--- config.mk ---
export PLATFORM = sky130hd
export DESIGN_NAME = can_error_frame_ctrl
export DESIGN_NICKNAME = d
export VERILOG_FILES = /design/src/rtl/can_error_frame_ctrl_pkg.sv /design/src/rtl/can_error_frame_ctrl_busoff_counter.sv /design/src/rtl/can_error_frame_ctrl.sv
export SDC_FILE = /design/constraint.sdc
export NUM_CORES = 1
export LEC_CHECK = 0
export BUFFER_PORTS_ARGS = -buffer_cell sky130_fd_sc_hd__buf_2
export CAP_MARGIN = 20
export CORE_ASPECT_RATIO = 1.4
export CORE_MARGIN = 2
export CORE_UTILIZATION = 47
export CTS_CLUSTER_DIAMETER = 60
export DETAILED_ROUTE_END_ITERATION = 6
export GPL_ROUTABILITY_DRIVEN = 0
export GPL_TIMING_DRIVEN = 0
export PLACE_DENSITY = 0.74
export SLEW_MARGIN = 20
export SYNTH_ARGS = -nofsm -noshare
export SYNTH_HDL_FRONTEND = slang
export SYNTH_SLANG_ARGS = --single-unit
--- constraint.sdc ---
create_clock -name clk -period 1.7 [get_ports clk]
set_input_delay 0.34 -clock clk [delete_from_list [all_inputs] [get_ports clk]]
set_output_delay 0.34 -clock clk [all_outputs]
set_load 0.005 [all_outputs]
--- src/rtl/can_error_frame_ctrl_pkg.sv ---
// CAN error-frame controller shared types and constants.
// Holds the FSM state enum and the frame/recovery lengths.
package can_err_pkg;

  typedef enum logic [2:0] {
    IDLE     = 3'd0,
    FLAG     = 3'd1,
    WAIT_REC = 3'd2,
    DELIM    = 3'd3,
    BUSOFF   = 3'd4
  } err_state_t;

  localparam int ERR_FLAG_LEN   = 6;
  localparam int ERR_DELIM_LEN  = 8;
  localparam int BUSOFF_SEQ_LEN = 11;
  localparam int BUSOFF_SEQ_CNT = 128;

endpackage

--- src/rtl/can_error_frame_ctrl_busoff_counter.sv ---
// Bus-off recovery counter: counts runs of 11 recessive samples.
// Ports: clk, rst (async, active-low), i_en (in BUSOFF),
//   i_sample (bit strobe), i_rx (bus level),
//   o_reached (128th run seen, including this sample).
module can_busoff_counter
  import can_err_pkg::*;
(
  input  logic clk,
  input  logic rst,
  input  logic i_en,
  input  logic i_sample,
  input  logic i_rx,
  output logic o_reached
);

  logic [3:0] r_rec11_cnt;
  logic [3:0] w_rec11_nxt;
  logic [7:0] r_occ_cnt;
  logic [7:0] w_occ_nxt;

  always_comb begin
    w_rec11_nxt = r_rec11_cnt;
    w_occ_nxt   = r_occ_cnt;
    if (!i_en) begin
      w_rec11_nxt = 4'd0;
      w_occ_nxt   = 8'd0;
    end else if (i_sample) begin
      if (!i_rx) begin
        w_rec11_nxt = 4'd0;
      end else if (r_rec11_cnt == 4'(BUSOFF_SEQ_LEN - 1)) begin
        w_rec11_nxt = 4'd0;
        if (r_occ_cnt != 8'(BUSOFF_SEQ_CNT))
          w_occ_nxt = r_occ_cnt + 8'd1;
      end else begin
        w_rec11_nxt = r_rec11_cnt + 4'd1;
      end
    end
  end

  always_ff @(posedge clk or negedge rst) begin
    if (!rst) begin
      r_rec11_cnt <= 4'd0;
      r_occ_cnt   <= 8'd0;
    end else begin
      r_rec11_cnt <= w_rec11_nxt;
      r_occ_cnt   <= w_occ_nxt;
    end
  end

  // Look-ahead so the top can leave BUSOFF on the 128th run itself.
  assign o_reached = (w_occ_nxt == 8'(BUSOFF_SEQ_CNT));

endmodule

--- src/rtl/can_error_frame_ctrl.sv ---
// CAN error-frame controller: sends the error flag, waits for
// recessive, counts the delimiter, and handles bus-off.
// Ports: clk, rst (async, active-low); sample_point, rx_bit;
//   bit/stuff/form/crc/ack_error strobes; error_active,
//   error_passive, bus_off; err_tx_en/err_tx_bit (tx override);
//   error_frame_active, dominant_after_flag, busoff_recovered,
//   state_o. Optional: CAN_BUSOFF_RECOVERY_EN enables recovery
//   from BUSOFF after 128 runs of 11 recessive samples.
module can_error_frame_ctrl
  import can_err_pkg::*;
(
  input  logic       clk,
  input  logic       rst,
  input  logic       sample_point,
  input  logic       rx_bit,
  input  logic       bit_error,
  input  logic       stuff_error,
  input  logic       form_error,
  input  logic       crc_error,
  input  logic       ack_error,
  input  logic       error_active,
  input  logic       error_passive,
  input  logic       bus_off,
  output logic       err_tx_en,
  output logic       err_tx_bit,
  output logic       error_frame_active,
  output logic       dominant_after_flag,
  output logic       busoff_recovered,
  output logic [2:0] state_o
);

  err_state_t r_state;
  logic [2:0] r_bit_cnt;
  logic [3:0] r_delim_cnt;
  logic       r_passive;
  logic       r_dom_seen;
  logic       r_tx_en;
  logic       r_tx_bit;
  logic       r_frame_act;
  logic       r_dom_pulse;
  logic       w_any_err;
  logic       w_passive;

  assign w_any_err = bit_error | stuff_error | form_error
                   | crc_error | ack_error;

  // A node flagged neither active nor passive sends the
  // recessive (passive) flag, the non-destructive choice.
  assign w_passive = error_passive | ~error_active;

`ifdef CAN_BUSOFF_RECOVERY_EN
  logic r_recovered;
  logic w_reached;

  can_busoff_counter u_busoff_cnt (
    .clk       (clk),
    .rst       (rst),
    .i_en      (r_state == BUSOFF),
    .i_sample  (sample_point),
    .i_rx      (rx_bit),
    .o_reached (w_reached)
  );

  assign busoff_recovered = r_recovered;
`else
  assign busoff_recovered = 1'b0;
`endif

  always_ff @(posedge clk or negedge rst) begin
    if (!rst) begin
      r_state     <= IDLE;
      r_bit_cnt   <= 3'd0;
      r_delim_cnt <= 4'd0;
      r_passive   <= 1'b0;
      r_dom_seen  <= 1'b0;
      r_tx_en     <= 1'b0;
      r_tx_bit    <= 1'b1;
      r_frame_act <= 1'b0;
      r_dom_pulse <= 1'b0;
`ifdef CAN_BUSOFF_RECOVERY_EN
      r_recovered <= 1'b0;
`endif
    end else begin
      r_dom_pulse <= 1'b0;
`ifdef CAN_BUSOFF_RECOVERY_EN
      r_recovered <= 1'b0;
`endif
      if (bus_off) begin
        r_state     <= BUSOFF;
        r_bit_cnt   <= 3'd0;
        r_delim_cnt <= 4'd0;
        r_tx_en     <= 1'b1;
        r_tx_bit    <= 1'b1;
        r_frame_act <= 1'b0;
      end else if (sample_point) begin
        case (r_state)
          IDLE: begin
            if (w_any_err) begin
              r_state     <= FLAG;
              r_bit_cnt   <= 3'd0;
              r_passive   <= w_passive;
              r_dom_seen  <= 1'b0;
              r_tx_en     <= 1'b1;
              r_tx_bit    <= w_passive;
              r_frame_act <= 1'b1;
            end
          end
          FLAG: begin
            if (r_bit_cnt == 3'(ERR_FLAG_LEN - 1)) begin
              r_state  <= WAIT_REC;
              r_tx_bit <= 1'b1;
            end else if (r_bit_cnt != 3'd7) begin
              r_bit_cnt <= r_bit_cnt + 3'd1;
            end
          end
          WAIT_REC: begin
            if (rx_bit) begin
              r_state     <= DELIM;
              r_delim_cnt <= 4'd1;
            end else if (!r_dom_seen) begin
              r_dom_pulse <= 1'b1;
              r_dom_seen  <= 1'b1;
            end
          end
          DELIM: begin
            if (!rx_bit) begin
              r_state     <= FLAG;
              r_bit_cnt   <= 3'd0;
              r_delim_cnt <= 4'd0;
              r_passive   <= w_passive;
              r_dom_seen  <= 1'b0;
              r_tx_bit    <= w_passive;
            end else if (r_delim_cnt ==
                         4'(ERR_DELIM_LEN - 1)) begin
              r_state     <= IDLE;
              r_delim_cnt <= 4'd0;
              r_tx_en     <= 1'b0;
              r_frame_act <= 1'b0;
            end else if (r_delim_cnt != 4'hF) begin
              r_delim_cnt <= r_delim_cnt + 4'd1;
            end
          end
          BUSOFF: begin
`ifdef CAN_BUSOFF_RECOVERY_EN
            if (w_reached) begin
              r_state     <= IDLE;
              r_tx_en     <= 1'b0;
              r_tx_bit    <= 1'b1;
              r_recovered <= 1'b1;
            end
`endif
          end
          default: r_state <= IDLE;
        endcase
      end
    end
  end

  assign err_tx_en           = r_tx_en;
  assign err_tx_bit          = r_tx_bit;
  assign error_frame_active  = r_frame_act;
  assign dominant_after_flag = r_dom_pulse;
  assign state_o             = r_state;

endmodule

==> flow_summary.yaml <==
status:
  outcome: "finished with violations"
  failed_checks: "setup timing"
route:
  drtPass1Iterations: 4
  dr.first_iter.drc_count: 20
  wire_per_inst_microns: 15.99
  wirelength_microns: 2543
  via_per_inst: 5.994
  drc: 0
  ant_nets: 0
  vias: 953
min_path:
  whs_path_depth: 3
  min_from: "error_active"
  hold_path_class: "input port to flop"
  hold_path_end: "err_tx_bit"
floorplanning:
  start_util_pct: 49.38
  die_area_sq_um: 2404
  dieHeight_microns: 57.22
  die_width_microns: 42.02
  coreArea_sq_um: 1926
  boundaryPins: 20
  rows: 19
setup_path:
  r2r_cells: 5
  critical_path_buf_inv_count: 1
  critPathRequiredTime_ns: 1.93
  worstSetupStartpointType: "flop"
  endpoint_kind: "flop"
  r2r-end: "err_tx_bit"
  critPathTopFamily: "simple AND/OR/NAND/NOR gates"
  crit_slowest_cell: "or4b_4"
  reg2reg_slack_ns: -0.05
  rr_startpoint: "state_o[1]"
  crit_fanout: 5
  slowest_delay_ns: 0.54
  critPathArrivalTime_ns: 1.98
  critPathKind: "flop to flop"
  cp_cell_sequence: "buf_6, or4b_4, a21oi_4, nor2_2, mux2_4"
clock_tree:
  insertion_delay_ns: 0.29
  cts_tree: "yes"
  numCtsBuffers: 3
  htree_levels: 1
  clkSinkCount: 15
  path_clk_slew_ns: 0.09
  cts.path.max_buffers: 2
  cts-root-buf: "clkbuf_4"
timing:
  tightest_slew_ns: 0.5769
  skew_ns: 0.004517
  fin_hold_ws_ns: 0.3945
  clock.fmax_mhz: 570.9
  rsz0062_at_grt: "yes"
  setup_slack_ns: -0.05150
  fin_crit_ns: 1.752
  finalSetupTns_ns: -0.1127
  hold_viol_final: 0
  setup_viol: 3
  min_period_over_period_pct: 103.0
  final_max_slew_viol_count: 0
  max-slew-margin-rel_pct: 61.54
yosys:
  netlist_area_sq_um: 950.9
  synth-async-reset-ratio_pct: 100.0
  synth.largest_area_cell: "dfrtp_1"
  avgSynthCellArea_sq_um: 8.971
  synth_flop_cell: "dfrtp_1"
  synth_top_area_share_pct: 36.84
  synthDistinctLibCells: 43
  yosysSeqAreaShare_pct: 39.61
  synth_nets: 122
  synth_area_leaders: "dfrtp_1 (37%), ha_1 (5.3%), a21oi_1 (4.2%)"
  synth_enable_flop_cells: 0
  synth_seq_cells: 15
  syn_inst: 106
  yosys_warnings: 0
power_and_ir_drop:
  swShare_pct: 29.98
  ir_drop_uv: 496.2
  p_seq_share_pct: 49.5
  p_switching_w: 0.0002430
  power_w: 0.0008105
  power.internal_w: 0.0005675
  p_leak_nw: 0.5920
  p_comb_share_pct: 24.6
  power.density_nw_per_um2: 603.1
  pwr-share-clk_pct: 25.9
final_layout:
  fin_cells: 159
  finalNetCount: 155
  diodes: 0
  fill_cells: 159
  drive_above_1_share_pct: 42.03
  area_growth_pct: 41.32
placed_design:
  place_inst: 144
  dpl.hpwl_microns: 1678
  numPortBuffers: 17
global_route:
  grt_pass1_wl_microns: 4064
  grt_overflow: 0
  antenna_found_initial: 0
  grt_pass1_vias: 993
  grt_max_degree: 16
  track_usage_pct: 21.87
run:
  cap_violations: 0
-- metal layers --
layer | wire length (microns) | vias up | share of wire [%] | global-route usage (%)
li1 | - | 451 | - | -
met2 | 1378 | 31 | 54 | 39.51
met3 | 113 | 11 | 4.4 | 2.215
met1 | 955 | 460 | 38 | 24.90
met5 | 0 | - | 0 | 0
met4 | 95 | 0 | 3.7 | 12.05
-- flip-flops by register name, summed over array words and instances, names as in the netlist --
signal	count
dominant_after_flag	1
err_tx_bit	1
err_tx_en	1
error_frame_active	1
r_bit_cnt	3
r_delim_cnt	4
r_dom_seen	1
state_o	3
-- layout make-up --
type	instances	area [sq um]	area share (%)
clock buffers	4	26.28	1.955
flip-flops and latches	15	376.6	28.03
multi-input cells	76	654.4	48.70
repair buffers	29	185.2	13.78
well taps	21	26.28	1.955
plain buffers	6	45.04	3.352
inverters	8	30.03	2.235
-- synthesized netlist by cell type (3+ instances only) --
| cell | n |
|---|---|
| a21oi_1 | 8 |
| buf_2 | 3 |
| clkbuf_1 | 3 |
| dfrtp_1 | 14 |
| ha_1 | 4 |
| inv_1 | 8 |
| nand2_1 | 6 |
| nand3_1 | 3 |
| nor2_1 | 9 |
| or3_1 | 3 |
-- how the worst max path moves through the flow --
| stage | end | from | cells after the start |
|---|---|---|---|
| 3_3_place_gp | error_frame_active | stuff_error | 6 |
| 4_1_cts | state_o[0] | state_o[0] | 7 |
| 2_1_floorplan | error_frame_active | stuff_error | 5 |
| 5_1_grt | state_o[1] | state_o[1] | 6 |
| 6_report | err_tx_bit | state_o[1] | 5 |
| 3_5_place_dp | r_dom_seen | stuff_error | 6 |
-- worst min-delay path, cell delays in order --
cell and delay, ns:
buf_2 0.10, o211ai_1 0.07, mux2_4 0.14
-- placed cells by master (no fill, tap or decap), types with 3 or more instances in the layout --
cell      count
dfrtp_1      14
nor2_1        8
a21oi_1       6
buf_6         4
buf_4        11
ha_1          3
nand3_1       3
clkbuf_4      3
buf_2        17
clkbuf_1      3
inv_1         8
nand2_1       6
-- power groups by stage --
stage                     registers [W]  logic [W]  clock network, W
final                          0.000401   0.000200          0.000210
after global routing           0.000403   0.000219          0.000225
after CTS                      0.000399   0.000174          0.000209
after detailed placement       0.000405   0.000138                 0
after global placement         0.000404   0.000133                 0
after floorplan                0.000403  0.0000857                 0
-- timing repair --
item                                    4_1_cts  5_1_grt
endpoints found under the setup margin       12       12
endpoints found under the hold margin        14        0
pin swaps                                     8        7
buffers inserted                              7        5
resized for setup                            24       12
hold buffers                                  1        0
-- through the flow --
stage | utilization (%) | worst slack, ns | instance area (sq um)
after floorplan | - | -0.04826 | 953.4
after global placement | 55.30 | -0.3001 | 1065
after detailed placement | 55.30 | -0.3688 | 1065
after CTS | 65.04 | -0.02564 | 1252
after global routing | 69.79 | -0.08215 | 1344
final | 69.79 | -0.05150 | 1344
-- kinds of logic (layout without fill, tap and decap cells) --
logic type                 count (synthesis)  in the layout  synth area share, %
and+or+nand+nor                           40             40                24.08
AOI/OAI and AO/OA                         27             27                19.47
DFF                                       15             15                39.61
buffers and inverters                     15             47                6.710
adders and majority gates                  4              4                5.263
muxes                                      4              4                4.474
other                                      1              1               0.3944
(Power assumes the default switching activity.)
